<file path="src/rtl/bcd_seg_scan.sv">
// ---------------------------------------------------------------------------
// bcd_seg_scan
//
// Scans a 4-digit multiplexed 7-segment display from a 16-bit packed BCD
// value. Each digit gets one slot of SCAN_DIV clocks; four slots make a
// frame. New values are double-buffered and only reach the display register
// on a frame boundary, so one frame never mixes old and new digits.
// Also provides leading-zero blanking, per-digit decimal points, a
// whole-display blink and an error flag for non-decimal nibbles.
//
// Ports:
//   clk       system clock
//   reset     asynchronous, active-high reset
//   bcd       packed BCD value: [15:12] thousands ... [3:0] ones
//   valid     single-cycle strobe that captures bcd
//   blank_lz  1 = blank leading zeros (digit 0 is never blanked)
//   blink_en  1 = blink the whole display
//   dp_mask   bit i lights the decimal point on digit i (sampled live)
//   an        digit enables, active-low, an[0] = ones
//   seg       segments gfedcba, active-low
//   dp        decimal point, active-low
//   frame     one-cycle pulse on the frame-boundary cycle
//   err       high while the displayed value holds a nibble > 9
// ---------------------------------------------------------------------------
module bcd_seg_scan #(
    parameter int SCAN_DIV  = 100000,
    parameter int BLINK_DIV = 50000000
) (
    input  logic        clk,
    input  logic        reset,
    input  logic [15:0] bcd,
    input  logic        valid,
    input  logic        blank_lz,
    input  logic        blink_en,
    input  logic [3:0]  dp_mask,
    output logic [3:0]  an,
    output logic [6:0]  seg,
    output logic        dp,
    output logic        frame,
    output logic        err
);

    localparam int SW = $clog2(SCAN_DIV);
    localparam int BW = $clog2(BLINK_DIV);
    localparam logic [SW-1:0] SCAN_MAX  = SW'(SCAN_DIV - 1);
    localparam logic [BW-1:0] BLINK_MAX = BW'(BLINK_DIV - 1);

    logic [SW-1:0] scan_cnt_reg;
    logic [1:0]    digit_idx_reg;
    logic [15:0]   pend_reg;
    logic          pend_flag_reg;
    logic [15:0]   disp_reg;
    logic [BW-1:0] blink_cnt_reg;
    logic          blink_phase_reg;

    logic [3:0]    an_reg,  an_next;
    logic [6:0]    seg_reg, seg_next;
    logic          dp_reg,  dp_next;
    logic          err_reg, err_next;

    logic          tick;
    logic          boundary;

    assign tick     = (scan_cnt_reg == SCAN_MAX);
    // The 3->0 index transition happens on this cycle.
    assign boundary = tick && (digit_idx_reg == 2'd3);

    // -----------------------------------------------------------------------
    // Segment decode (gfedcba, active-low); anything above 9 shows a dash.
    // -----------------------------------------------------------------------
    function automatic logic [6:0] seg_code(input logic [3:0] nib);
        logic [6:0] code;
        case (nib)
            4'd0:    code = 7'b1000000;
            4'd1:    code = 7'b1111001;
            4'd2:    code = 7'b0100100;
            4'd3:    code = 7'b0110000;
            4'd4:    code = 7'b0011001;
            4'd5:    code = 7'b0010010;
            4'd6:    code = 7'b0000010;
            4'd7:    code = 7'b1111000;
            4'd8:    code = 7'b0000000;
            4'd9:    code = 7'b0010000;
            default: code = 7'b0111111;
        endcase
        return code;
    endfunction

    // -----------------------------------------------------------------------
    // Per-digit decode, blanking and range check.
    // -----------------------------------------------------------------------
    logic [3:0] blank_digit;
    logic [3:0] bad_nib;
    logic [6:0] digit_seg [4];

    generate
        for (genvar gi = 0; gi < 4; gi++) begin : g_digit
            logic [3:0] nib;
            assign nib = disp_reg[4*gi +: 4];
            assign bad_nib[gi] = (nib > 4'd9);
            if (gi == 0) begin : g_ones
                // The ones digit always shows, so zero reads as "0".
                assign blank_digit[gi] = 1'b0;
            end else begin : g_upper
                // Blank when this nibble and every higher one are zero.
                assign blank_digit[gi] = blank_lz && (disp_reg[15:4*gi] == '0);
            end
            assign digit_seg[gi] = blank_digit[gi] ? 7'b1111111 : seg_code(nib);
        end
    endgenerate

    // -----------------------------------------------------------------------
    // Scan prescaler and digit index.
    // -----------------------------------------------------------------------
    always_ff @(posedge clk or posedge reset) begin
        if (reset) begin
            scan_cnt_reg  <= '0;
            digit_idx_reg <= 2'd0;
        end else begin
            if (tick) begin
                scan_cnt_reg  <= '0;
                digit_idx_reg <= digit_idx_reg + 2'd1;
            end else begin
                scan_cnt_reg  <= scan_cnt_reg + SW'(1);
            end
        end
    end

    // -----------------------------------------------------------------------
    // Double-buffered capture. A valid on the boundary cycle bypasses the
    // pending register so the new frame starts with it immediately.
    // -----------------------------------------------------------------------
    always_ff @(posedge clk or posedge reset) begin
        if (reset) begin
            pend_reg      <= '0;
            pend_flag_reg <= 1'b0;
            disp_reg      <= '0;
        end else begin
            if (valid && boundary) begin
                disp_reg      <= bcd;
                pend_flag_reg <= 1'b0;
            end else begin
                if (boundary && pend_flag_reg) begin
                    disp_reg      <= pend_reg;
                    pend_flag_reg <= 1'b0;
                end
                if (valid) begin
                    pend_reg      <= bcd;
                    pend_flag_reg <= 1'b1;
                end
            end
        end
    end

    // -----------------------------------------------------------------------
    // Free-running blink timer; phase flips on every wrap.
    // -----------------------------------------------------------------------
    always_ff @(posedge clk or posedge reset) begin
        if (reset) begin
            blink_cnt_reg   <= '0;
            blink_phase_reg <= 1'b0;
        end else begin
            if (blink_cnt_reg == BLINK_MAX) begin
                blink_cnt_reg   <= '0;
                blink_phase_reg <= ~blink_phase_reg;
            end else begin
                blink_cnt_reg   <= blink_cnt_reg + BW'(1);
            end
        end
    end

    // -----------------------------------------------------------------------
    // Output stage: registered from the current index and display register.
    // Blink only darkens anodes and dp; seg keeps its normal value.
    // -----------------------------------------------------------------------
    always_comb begin
        an_next  = 4'b1111;
        an_next[digit_idx_reg] = 1'b0;
        seg_next = digit_seg[digit_idx_reg];
        dp_next  = blank_digit[digit_idx_reg] ? 1'b1 : ~dp_mask[digit_idx_reg];
        err_next = |bad_nib;
        if (blink_en && blink_phase_reg) begin
            an_next = 4'b1111;
            dp_next = 1'b1;
        end
    end

    always_ff @(posedge clk or posedge reset) begin
        if (reset) begin
            an_reg  <= 4'b1111;
            seg_reg <= 7'b1111111;
            dp_reg  <= 1'b1;
            err_reg <= 1'b0;
        end else begin
            an_reg  <= an_next;
            seg_reg <= seg_next;
            dp_reg  <= dp_next;
            err_reg <= err_next;
        end
    end

    assign an    = an_reg;
    assign seg   = seg_reg;
    assign dp    = dp_reg;
    assign err   = err_reg;
    assign frame = boundary;

endmodule

</file>
<file path="config.mk">
export PLATFORM = sky130hd
export DESIGN_NAME = bcd_seg_scan
export DESIGN_NICKNAME = d
export VERILOG_FILES = /design/src/rtl/bcd_seg_scan.sv
export SDC_FILE = /design/constraint.sdc
export NUM_CORES = 1
export LEC_CHECK = 0
export BUFFER_PORTS_ARGS = -buffer_cell sky130_fd_sc_hd__buf_4
export CAP_MARGIN = 25
export CORE_MARGIN = 2
export CORE_UTILIZATION = 53
export DETAILED_ROUTE_END_ITERATION = 10
export GPL_ROUTABILITY_DRIVEN = 0
export PLACE_DENSITY = 0.77
export SLEW_MARGIN = 20
export SYNTH_ARGS = -nofsm -noshare
export SYNTH_HDL_FRONTEND = slang
export SYNTH_SLANG_ARGS = --single-unit
</file>
<file path="constraint.sdc">
create_clock -name clk -period 6.4 [get_ports clk]
set_input_delay 0.32 -clock clk [delete_from_list [all_inputs] [get_ports clk]]
set_output_delay 0.32 -clock clk [all_outputs]
set_load 0.03 [all_outputs]
</file>
==> Yosys cells after proc, flatten, opt, wreduce, memory -nomap -nowiden <==
Memory sizes are Yosys's and may differ from the RTL's.
Cells that the tools add are included.
{ "classes": {"order_cmp": 7, "add_sub_neg": 3, "bitwise_logic": 5, "multipliers": 0, "mux": 22, "n_eq_ne": 3, "shift": 0, "n_div": 0, "reduce_logical": 15} }
{ "ops": {"columns": ["cell", "n"], "rows": [
  ["two-way mux 7 bit", 5],
  ["two-way mux 16 bit", 2],
  ["adder 26 x 1 -> 26 bit (second input constant)", 1],
  ["equality test 26 bit (second input constant)", 1],
  ["two-way mux 26 bit", 1],
  ["adder 17 x 1 -> 17 bit (second input constant)", 1],
  ["equality test 17 bit (second input constant)", 1],
  ["two-way mux 17 bit", 1],
  ["greater-than comparator 4 bit (second input constant)", 4],
  ["binary-select mux 7 bit (select 2 bit)", 1],
  ["zero test 12 bit", 1],
  ["logical AND 1 bit", 8],
  ["zero test 8 bit", 1],
  ["two-way mux 1 bit", 8],
  ["binary-select mux 1 bit (select 2 bit)", 2],
  ["zero test 4 bit", 1],
  ["two-way mux 4 bit", 1],
  ["NOT 4 bit", 1],
  ["OR reduction 4 bit", 1],
  [">= comparator 3 bit (second input constant)", 1],
  ["< comparator 2 x 3 -> 1 bit (second input constant)", 1],
  ["NOT 1 bit", 3],
  ["NOT 2 -> 3 bit", 1],
  ["nonzero test 3 bit", 1],
  ["other kinds (6)", 6]
]} }
{ "word_totals": {"latch_bits": 0, "out_inout_bits": 14, "romBits": 448, "regBits": 92, "mem_bits_rw": 0, "mem_count": 4} }
{ "memory_table": {"columns": ["memory", "depth", "word_bits", "read_ports", "rd_clocked_by_memory_dff", "write_ports", "line_no", "rtl"], "rows": [
  ["(no name shown)", 16, 7, 1, 0, 0, "73", "case (nib)"],
  ["(no name shown)", 16, 7, 1, 0, 0, "73", null],
  ["(no name shown)", 16, 7, 1, 0, 0, "73", null],
  ["(no name shown)", 16, 7, 1, 0, 0, "73", null]
]} }

==> Logic depth before layout (Yosys ltp) <==
Gate-level depths: netlist of the first run.
{ "logic_depth": {"depth_word": 6, "ltp_mapped": 7, "depth_no_buf": 6} }

==> Least setup slack after synthesis of the first run <==
Ideal clock, no wire load.
{ "synth_path": {"path_type": "reg-to-reg", "startpoint": "register scan_cnt_reg[5]", "endpoint": "register pend_reg[0]", "setup_time_ps": 125, "path_buffers": 2, "required_ps": 6275, "path_slack_ps": 4102, "arrival_ps": 2173, "stages_incl_launch_ff": 7, "path_cell_list": "dfrtp_1 or4b_1 or4_1 buf_2 o21ai_4 buf_12 mux2_4"} }
{ "synth_via": {"elab_chain_len": 5} }
{ "synth_lines": {"columns": ["element", "line_no", "rtl"], "rows": [
  ["start, declared", "48", "logic [SW-1:0] scan_cnt_reg;"],
  ["start signal, assigned", "124", "scan_cnt_reg <= scan_cnt_reg + SW'(1);"],
  ["equality test 17 bit", "64", "assign tick = (scan_cnt_reg == SCAN_MAX);"],
  ["logical AND 1 bit", "66", "assign boundary = tick && (digit_idx_reg == 2'd3);"],
  ["logical AND 1 bit", "139", "if (valid && boundary) begin"],
  ["NOT 1 bit (no source line)", null, null],
  ["AND reduction 2 bit (no source line)", null, null],
  ["end signal, assigned", "135", "pend_reg <= '0;"],
  ["end signal, assigned", "148", "pend_reg <= bcd;"],
  ["end, declared", "50", "logic [15:0] pend_reg;"]
]} }
No other way between the ends.
A chain may end at the register's enable or synchronous reset.

==> Worst setup path in the final report of the first run <==
{ "layout_path": {"startpoint": "register digit_idx_reg[1]", "endpoint": "output port frame"} }
{ "layout_via": {"elab_chain_len": 2} }
{ "layout_lines": {"columns": ["element", "line_no", "rtl"], "rows": [
  ["start, declared", "49", "logic [1:0] digit_idx_reg;"],
  ["start signal, assigned", "122", "digit_idx_reg <= digit_idx_reg + 2'd1;"],
  ["equality test 2 bit", "66", null],
  ["logical AND 1 bit", "66", null],
  ["end, declared", "39", "output logic frame,"]
]} }
No other way between the ends.

==> results of run 1 <==
==> cell usage in the layout (no fill, tap or decap), types with 4 or more instances in the layout <==
cell       synthesis  routed
dfrtp_1           80      80
buf_4              0      42
nor2_1            41      41
nand2_1           31      31
nand2b_1          27      27
ha_1              26      26
inv_1             23      22
a21oi_1           22      22
mux2i_1           20      20
o21ai_0           20      20
nand3_1           18      18
xnor2_1           17      17
xor2_1            14      14
nand4_1           12      12
dfstp_2           12      12
clkbuf_8           0      11
a2bb2oi_2         10      10
mux2_4            10      10
or4_1              9       9
nor3_1             7       7
mux2_2             7       7
a2bb2oi_1          6       6
or2_2              6       6
o31ai_1            5       5
or3_1              5       5
nor2b_1            5       5
a21o_1             5       5
o311ai_0           5       5
nor4_1             4       4
o32ai_1            4       4
==> worst max-delay path, stage by stage, from the launching register on <==
cell and delay [ns]:
dfrtp_1 0.71, ha_1 0.29, or4bb_2 0.63, nor2_2 0.11, buf_4 0.28, buf_4 0.21
==> layout make-up <==
type	count	area, um^2
Clock buffer	11	151
Clock inverter	5	58.8
Fill cell	826	3850
Inverter	23	87.6
Multi-Input combinational cell	382	2840
Sequential cell	92	2320
Tap cell	133	166
Timing Repair Buffer	43	343
==> worst paths after layout <==
check | startpoint | end | slack [ns] | depth (start not counted)
min in group clk | bcd[5] | pend_reg[5] | 0.19 | 2
worst min register to register | blink_cnt_reg[0] | blink_cnt_reg[0] | 0.48 | 1
worst max-delay path | digit_idx_reg[1] | frame | 3.48 | 5
worst min-delay path | reset | blink_cnt_reg[9] | 0.10 | 3
max in group asynchronous | reset | seg[2] | 5.61 | 4
worst max register to register | digit_idx_reg[1] | pend_reg[12] | 3.65 | 4
==> logic make-up after synthesis <==
kind of cell	after synthesis	share of synthesized area (%)
fa+ha+maj	26	6.05
flops	92	43.1
compound gates	102	14.5
simple gates	186	19.2
buf+inv	50	4.09
mux	37	7.98
xor+xnor	31	5.05
==> stage by stage <==
stage | hold slack (ns) | instance area (um^2) | util [%]
after floorplan | 0.433 | 5380 | -
after global placement | 0.444 | 5730 | 58.3
after detailed placement | 0.458 | 5750 | 58.6
after CTS | 0.105 | 5960 | 60.7
after global routing | 0.133 | 5960 | 60.7
final | 0.100 | 5960 | 60.7
==> report_power, final <==
part           total, uW  internal, uW  switching (uW)
Combinational        134          66.6            67.5
Clock                410           203             207
Sequential           624           603            20.8
==> metal layers <==
metal	vias up	global-route usage (%)	wire, um
met3	11	3.81	502
li1	1927	-	-
met4	0	5.33	124
met1	1952	32.8	5450
met5	-	0	0
met2	119	31.4	5020
==> reports/results.tsv, run 1 <==
stage	metric	value	unit
outcome	status	finished, final reports clean	
timing	skew final	0.0113	ns
layout	nets	602	
timing	Setup WS post-layout	3.48	ns
cts	Root Driver	clkbuf_8	
drt	Routed Antenna Nets	0	
grt	All-Layer GR Usage	21.4	%
die	height of the chip	105	um
cts	Clock Sinks	92	
placed_design	Placed Cells	673	
cts	CTS tree	done	
yosys	post-synth top area share	37.2	%
yosys	Synth Register Bits	92	
min_path	Hold Path Class	in -> async	
yosys	ranking of synthesized cells by area	dfrtp_1 (37%), ha_1 (6.0%), dfstp_2 (5.9%)	
yosys	Synthesis Warnings	0	
die	Die Footprint	11000	um^2
yosys	syn avg cell area	10.3	um^2
placed_design	Final HPWL DP	7.94	mm
worst_setup_path	peak fanout along the critical path	19	
grt	initial antenna violation count	0	
die	Boundary Pins	39	
cts	H-tree depth	3	
layout	n_diodes	0	
yosys	library cells used by synthesis	61	
cts	Post-CTS Setup Inserts	0	
power	total power draw	1170	uW
flow_run	total of max-cap violations	0	
yosys	ys flop type	dfrtp_1	
placed_design	Buffers on Ports	38	
cts	Hold Buf Count CTS	0	
yosys	Gate Count Post-Synth	524	
yosys	post-synth top area cell	dfrtp_1	
die	core footprint	9820	um^2
timing	RSZ-0062 raised after global routing	no	
worst_setup_path	required time worst endpoint	6.08	ns
die	Initial Util	54.8	%
yosys	top cells by count, synth	dfrtp_1 (80), nor2_1 (41), nand2_1 (31), nand2b_1 (27), ha_1 (26)	
layout	Largest register FFs	26	
cts	CTS Buf Count	9	
worst_setup_path	Critical Path Source Type	flip-flop	
placed_design	worst slack, placed	3.67	ns
power	Cell Pwr Density	196	nW/um^2
yosys	register area share after synthesis	43.1	%
drt	Vias per Instance	5.82	
grt	first-pass GRT wire length	19.1	mm
worst_setup_path	Worst Path Arrival	2.60	ns
grt	vias in the first global route	3812	
timing	fin crit period	2.92	ns
drt	DR vias	4009	
yosys	Post-synth EDFFs	0	
grt	pin count of the biggest net entering global routing	50	
cts	Clock Latency Late Sink	0.36	ns
worst_setup_path	crit path kind	reg -> out	
worst_setup_path	CP Capture Type	output port	
die	row cnt	36	
power	Leak Pwr	0.00261	uW
timing	Worst Tran Pin Value	0.859	ns
yosys	FFs w/ async S/R, synth	100	%
die	die width	105	um
drt	# DRC	0	
timing	maximum clock rate	342	MHz
cts	clock slew at the register clock pins of the worst setup and hold paths	0.09	ns
layout	fin cells	689	
yosys	mapped cell area	5380	um^2
timing	worst rel slew slack	42.5	%
drt	drt total wl	11.1	mm
power	Max IR drop VDD	0.0000886	V
timing	Final Setup Violations	0	
yosys	count leader, synth	dfrtp_1	
layout	Area Overhead vs Synth	10.9	%
timing	Final TNS setup	0	ns
drt	1st-pass router iterations	4	
drt	drt wl/cell	16.1	um
cts	CTS max path bufs	2	
drt	DR iter-0 viols	309	
timing	crit share post-route	45.6	%
cts	Resize count post-CTS	0	
grt	grt ovf	0	
timing	Final Hold Vio Count	0	
timing	max-slew violation count	0	
layout	fraction of layout cells with a size suffix above 1	20.3	%
yosys	syn nets	575	
(Power assumes the default switching activity.)
==> inputs of run 2 (changes only) <==
--- a/config.mk
+++ b/config.mk
@@ -11,7 +11,7 @@
 export CORE_UTILIZATION = 53
 export DETAILED_ROUTE_END_ITERATION = 10
 export GPL_ROUTABILITY_DRIVEN = 0
-export PLACE_DENSITY = 0.77
+export PLACE_DENSITY = 0.79
 export SLEW_MARGIN = 20
 export SYNTH_ARGS = -nofsm -noshare
 export SYNTH_HDL_FRONTEND = slang
==> constraint.sdc (replaced) <==
create_clock -name clk -period 2.5 [get_ports clk]
set_input_delay 0.125 -clock clk [delete_from_list [all_inputs] [get_ports clk]]
set_output_delay 0.125 -clock clk [all_outputs]
set_load 0.03 [all_outputs]
==> reports/results.tsv, run 2 (synthesized netlist as in run 1, its figures left out) <==
stage	metric	value	unit
layout	fraction of layout cells with a size suffix above 1	22.1	%
worst_setup_path	CP Capture Type	output port	
power	register share of total power	51.5	%
timing	worst rel slew slack	46.1	%
worst_setup_path	Largest delay share family, worst path	simple AND/OR/NAND/NOR gates	
layout	most frequent cells in the layout	dfrtp_1 (80), buf_4 (57), nor2_1 (41)	
timing	Final TNS setup	0	ns
timing	Worst Tran Pin Value	0.808	ns
timing	RSZ-0062 raised after global routing	no	
min_path	Min-Delay Path Depth	2	
die	row cnt	36	
power	Leak Pwr	0.00276	uW
die	core footprint	9820	um^2
power	Psw	781	uW
cts	CTS max path bufs	2	
power	Max IR drop VDD	0.000239	V
power	Net Sw Frac	25.3	%
die	Initial Util	54.8	%
timing	max-slew violation count	0	
power	power share of the clock group	36.1	%
min_path	Hold Path Class	in -> reg	
worst_setup_path	Worst Path Arrival	2.27	ns
cts	CTS tree	done	
grt	pin count of the biggest net entering global routing	48	
cts	Post-CTS Setup Inserts	0	
die	die width	105	um
worst_setup_path	Worst R2R Path Depth	6	
worst_setup_path	Critical Path Most Common Cell	buf_4	
cts	Clock Latency Late Sink	0.38	ns
placed_design	Final HPWL DP	8.47	mm
timing	Final Setup Violations	0	
worst_setup_path	Critical Path Source Type	flip-flop	
worst_setup_path	worst r2r src	disp_reg[12]	
drt	DR vias	4184	
placed_design	Buffers on Ports	38	
timing	worst hold slack	0.0158	ns
worst_setup_path	required time worst endpoint	2.38	ns
worst_setup_path	Crit path largest cell delay	0.50	ns
cts	Root Driver	clkbuf_8	
worst_setup_path	Reg-to-Reg End	seg[1]	
grt	vias in the first global route	4110	
worst_setup_path	cells along the critical path	or4b_1 > or4_4 > buf_4 > nor2_2 > buf_4	
worst_setup_path	Slowest cell on crit path	or4b_1	
drt	# DRC	0	
power	Cell Pwr Density	493	nW/um^2
timing	fin crit period	2.40	ns
worst_setup_path	crit path kind	reg -> out	
cts	H-tree depth	3	
layout	nets	633	
drt	1st-pass router iterations	6	
drt	drt wl/cell	16.2	um
cts	clock slew at the register clock pins of the worst setup and hold paths	0.10	ns
layout	Largest register FFs	26	
die	height of the chip	105	um
timing	crit share post-route	95.9	%
drt	Vias per Instance	5.81	
worst_setup_path	Reg2Reg Setup Slack	0.23	ns
die	Boundary Pins	39	
power	Pint	2300	uW
min_path	Hold Crit Start	bcd[3]	
drt	Routed Antenna Nets	0	
outcome	status	finished, final reports clean	
layout	n_diodes	0	
worst_setup_path	Levels on crit path	5	
layout	most common cell after layout, fill and taps aside	dfrtp_1	
grt	initial antenna violation count	0	
timing	Final Hold Vio Count	0	
flow_run	total of max-cap violations	0	
drt	drt total wl	11.7	mm
layout	Finished Core Util	63.7	%
timing	skew final	0.0148	ns
worst_setup_path	peak fanout along the critical path	4	
cts	Clock Sinks	92	
cts	CTS Buf Count	9	
grt	All-Layer GR Usage	22.8	%
grt	first-pass GRT wire length	20.2	mm
grt	grt ovf	0	
min_path	hold endpoint	pend_reg[3]	
drt	DR iter-0 viols	289	
power	Comb power frac	12.3	%
die	Die Footprint	11000	um^2
worst_setup_path	CP Buf/Inv Count	2	
timing	maximum clock rate	417	MHz
layout	Area Overhead vs Synth	16.3	%
==> run 2: cell types whose count changed in the layout (fill, tap and decap cells not counted), moves of 2 or more <==
cell | previous run | this run
dlygate4sd3_1 | 0 | 15
clkbuf_8 | 11 | 9
buf_4 | 42 | 57
buf_12 | 0 | 2
clkinv_4 | 0 | 2
==> run 2: what timing repair did <==
action,4_1_cts,5_1_grt
endpoints found under the setup margin,0,1
resized for setup,0,1
hold buffers,15,0
endpoints found under the hold margin,47,0
==> run 2: cell type report <==
| cell class | count | area (um^2) |
|---|---|---|
| Tap cell | 133 | 166 |
| Clock inverter | 7 | 98.8 |
| Timing Repair Buffer | 74 | 618 |
| Clock buffer | 9 | 124 |
| Sequential cell | 92 | 2320 |
| Fill cell | 799 | 3560 |
| Inverter | 23 | 87.6 |
| Multi-Input combinational cell | 382 | 2840 |
==> run 2: how the worst max path moves through the flow <==
| stage | slack, ns | end | startpoint |
|---|---|---|---|
| finish | 0.10 | frame | scan_cnt_reg[6] |
| global route | 0.03 | frame | scan_cnt_reg[6] |
| CTS | 0.04 | frame | scan_cnt_reg[6] |
| detailed placement | 0.24 | disp_reg[15] | scan_cnt_reg[6] |
| global placement | 0.30 | pend_reg[11] | scan_cnt_reg[6] |
| floorplan | 0.003 | blink_cnt_reg[0] | reset |
==> run 2: worst reg2reg max path, delay by kind of cell, from the launching register on <==
| kind | cells | cell delay, ns |
|---|---|---|
| flip-flops | 1 | 0.44 |
| buffers and inverters | 1 | 0.13 |
| AO/OA/AOI/OAI | 3 | 1.00 |
| AND/OR/NAND/NOR | 1 | 0.40 |
| adder cells (fa/ha/maj) | 1 | 0.23 |
==> run 2: layer usage <==
metal / global-route usage, % / vias up / share of wire (%)
li1: - / 1998 / -
met2: 36.0 / 124 / 48
met3: 2.93 / 25 / 4.1
met5: 0 / - / 0
met1: 31.5 / 2037 / 46
met4: 10.0 / 0 / 2.4
==> run 2: power groups by stage <==
stage | Combinational (uW) | Sequential, uW | Clock, uW
2_1_floorplan | 235 | 1620 | 0
3_3_place_gp | 351 | 1610 | 0
3_5_place_dp | 362 | 1620 | 0
4_1_cts | 383 | 1590 | 1140
5_1_grt | 419 | 1600 | 1210
6_report | 381 | 1590 | 1110
==> run 2: metrics by stage <==
step / total power, uW / worst slack (ns) / cells / instance area, um^2
after CTS: 3110 / 0.0396 / 720 / 6250
after global placement: 1960 / 0.297 / 689 / 5880
after detailed placement: 1980 / 0.244 / 689 / 5880
after global routing: 3220 / 0.0343 / 720 / 6260
after floorplan: 1860 / 0.00290 / 524 / 5380
final: 3080 / 0.102 / 720 / 6260
==> inputs of run 3 (changes only) <==
--- a/config.mk
+++ b/config.mk
@@ -9,9 +9,10 @@
 export CAP_MARGIN = 25
 export CORE_MARGIN = 2
 export CORE_UTILIZATION = 53
+export CTS_CLUSTER_DIAMETER = 120
 export DETAILED_ROUTE_END_ITERATION = 10
 export GPL_ROUTABILITY_DRIVEN = 0
-export PLACE_DENSITY = 0.79
+export PLACE_DENSITY_LB_ADDON = 0.08
 export SLEW_MARGIN = 20
 export SYNTH_ARGS = -nofsm -noshare
 export SYNTH_HDL_FRONTEND = slang
==> reports/results.tsv, run 3 (synthesized netlist as in run 1, its figures left out) <==
stage	metric	value	unit
outcome	status	finished, final reports clean	
timing	fin crit period	2.44	ns
cts	Root Driver	clkbuf_8	
die	Initial Util	54.8	%
layout	n_diodes	0	
worst_setup_path	cells along the critical path	or4b_1 > or4_4 > buf_6 > nor2_4 > buf_12 > buf_6	
worst_setup_path	Crit path largest cell delay	0.51	ns
grt	initial antenna violation count	0	
power	Max IR drop VDD	0.000274	V
grt	first-pass GRT wire length	20.0	mm
worst_setup_path	CP Buf/Inv Count	3	
layout	nets	642	
cts	Clock Latency Late Sink	0.36	ns
worst_setup_path	Critical Path Source Type	flip-flop	
die	row cnt	36	
die	height of the chip	105	um
drt	# DRC	0	
drt	Vias per Instance	5.71	
grt	grt ovf	0	
worst_setup_path	Critical Path Most Common Cell	buf_6	
cts	clock slew at the register clock pins of the worst setup and hold paths	0.09	ns
layout	Largest register FFs	26	
die	die width	105	um
timing	worst rel slew slack	57.5	%
drt	met2 WL post-DR	5.95	mm
worst_setup_path	CP Capture Type	output port	
timing	Final Hold Vio Count	0	
min_path	Hold Path Class	in -> reg	
timing	Final Setup Violations	0	
layout	fraction of layout cells with a size suffix above 1	23.2	%
drt	met3 routed WL	463	um
worst_setup_path	Largest delay share family, worst path	simple AND/OR/NAND/NOR gates	
layout	Final Cell Area	6350	um^2
grt	pin count of the biggest net entering global routing	52	
drt	DR vias	4160	
worst_setup_path	crit path kind	reg -> out	
layout	Storage cell area	2320	um^2
drt	Routed Antenna Nets	0	
timing	Worst Tran Pin Value	0.635	ns
cts	Clock Sinks	92	
placed_design	Final HPWL DP	8.17	mm
power	Leak Pwr	0.00280	uW
timing	max-slew violation count	0	
layout	most common cell after layout, fill and taps aside	dfrtp_1	
worst_setup_path	peak fanout along the critical path	4	
timing	skew final	0.0103	ns
placed_design	placed inst area	5920	um^2
grt	vias in the first global route	4165	
cts	CTS max path bufs	2	
die	Boundary Pins	39	
worst_setup_path	Worst Path Arrival	2.31	ns
drt	1st-pass router iterations	6	
drt	DR iter-0 viols	150	
layout	Area Overhead vs Synth	18.2	%
flow_run	total of max-cap violations	0	
layout	Multi-input gate area	2850	um^2
cts	CTS Buf Count	9	
layout	filler instances	826	
cts	H-tree depth	3	
cts	CTS tree	done	
worst_setup_path	required time worst endpoint	2.38	ns
die	core footprint	9820	um^2
drt	post-route met1 wirelength	4.94	mm
timing	crit share post-route	97.4	%
layout	Finished Core Util	64.7	%
worst_setup_path	Slowest cell on crit path	or4b_1	
layout	most frequent cells in the layout	dfrtp_1 (80), buf_4 (59), nor2_1 (41)	
placed_design	Buffers on Ports	38	
drt	drt total wl	11.6	mm
die	Die Footprint	11000	um^2
drt	Top Metal Used	met4	
drt	drt wl/cell	15.9	um
power	Cell Pwr Density	465	nW/um^2
timing	maximum clock rate	411	MHz
grt	All-Layer GR Usage	22.5	%
-- run 3: cell count changes in the layout (fill, tap and decap cells not counted), moves of 2 or more --
cell	change
dlygate4sd3_1	+2
buf_6	+2
buf_12	+3
buf_4	+2
bufinv_16	-2
clkbuf_8	+2
-- run 3: path summary, 6_finish.rpt --
check / from / to / slack, ns / cells after the start
worst max-delay path: scan_cnt_reg[6] / frame / 0.06 / 6
worst min-delay path: bcd[10] / pend_reg[10] / 0.03 / 2
worst max register to register: scan_cnt_reg[6] / pend_reg[10] / 0.08 / 6
worst min register to register: blink_cnt_reg[0] / blink_cnt_reg[0] / 0.47 / 1
max in group asynchronous: reset / seg[1] / 1.72 / 4
min in group asynchronous: reset / blink_cnt_reg[13] / 0.23 / 3
-- run 3: what timing repair did --
action                                 CTS  global route
setup endpoints to repair                1             2
endpoints found under the hold margin   54             0
pin swaps                                0             1
hold buffers                            17             0
gates resized for setup                  1             4
buffers inserted                         2             2
-- run 3: metal layers --
layer,vias to the layer above,GRT usage [%]
met5,-,0
met4,0,8.10
met3,20,4.18
met2,90,39.3
met1,2033,27.8
li1,2017,-
-- run 3: report_power, final --
part	switching, uW	total [uW]	internal (uW)
Sequential	35.7	1580	1540
Combinational	197	396	200
Clock	546	976	430
Total	778	2950	2180
-- run 3: through the flow --
stage / power, uW / setup slack [ns] / instances / setup TNS, ns / hold slack [ns]
detailed placement: 1980 / 0.191 / 691 / 0 / 0.335
global placement: 1970 / 0.231 / 691 / 0 / 0.330
finish: 2950 / 0.0645 / 729 / 0 / 0.0328
global route: 3100 / -0.00749 / 729 / -0.00749 / 0.00622
floorplan: 1860 / 0.00290 / 524 / 0 / 0.274
CTS: 3000 / 0.0141 / 726 / 0 / 0.0104
-- run 3: final cells by class --
cell class                 instances  area share [%]
clock buffer                      11            2.38
clock inverter                     5           0.669
inverter                          23            1.38
multi-input combinational        382            44.9
sequential                        92            36.5
tap                              133            2.62
timing repair buffer              83            11.6
-- run 3: worst register-to-register path: stages (launching register included) --
cell and delay [ns]:
dfrtp_1 0.42, or4b_1 0.51, or4_4 0.51, buf_4 0.16, o21ai_4 0.16, buf_12 0.18, mux2_2 0.36
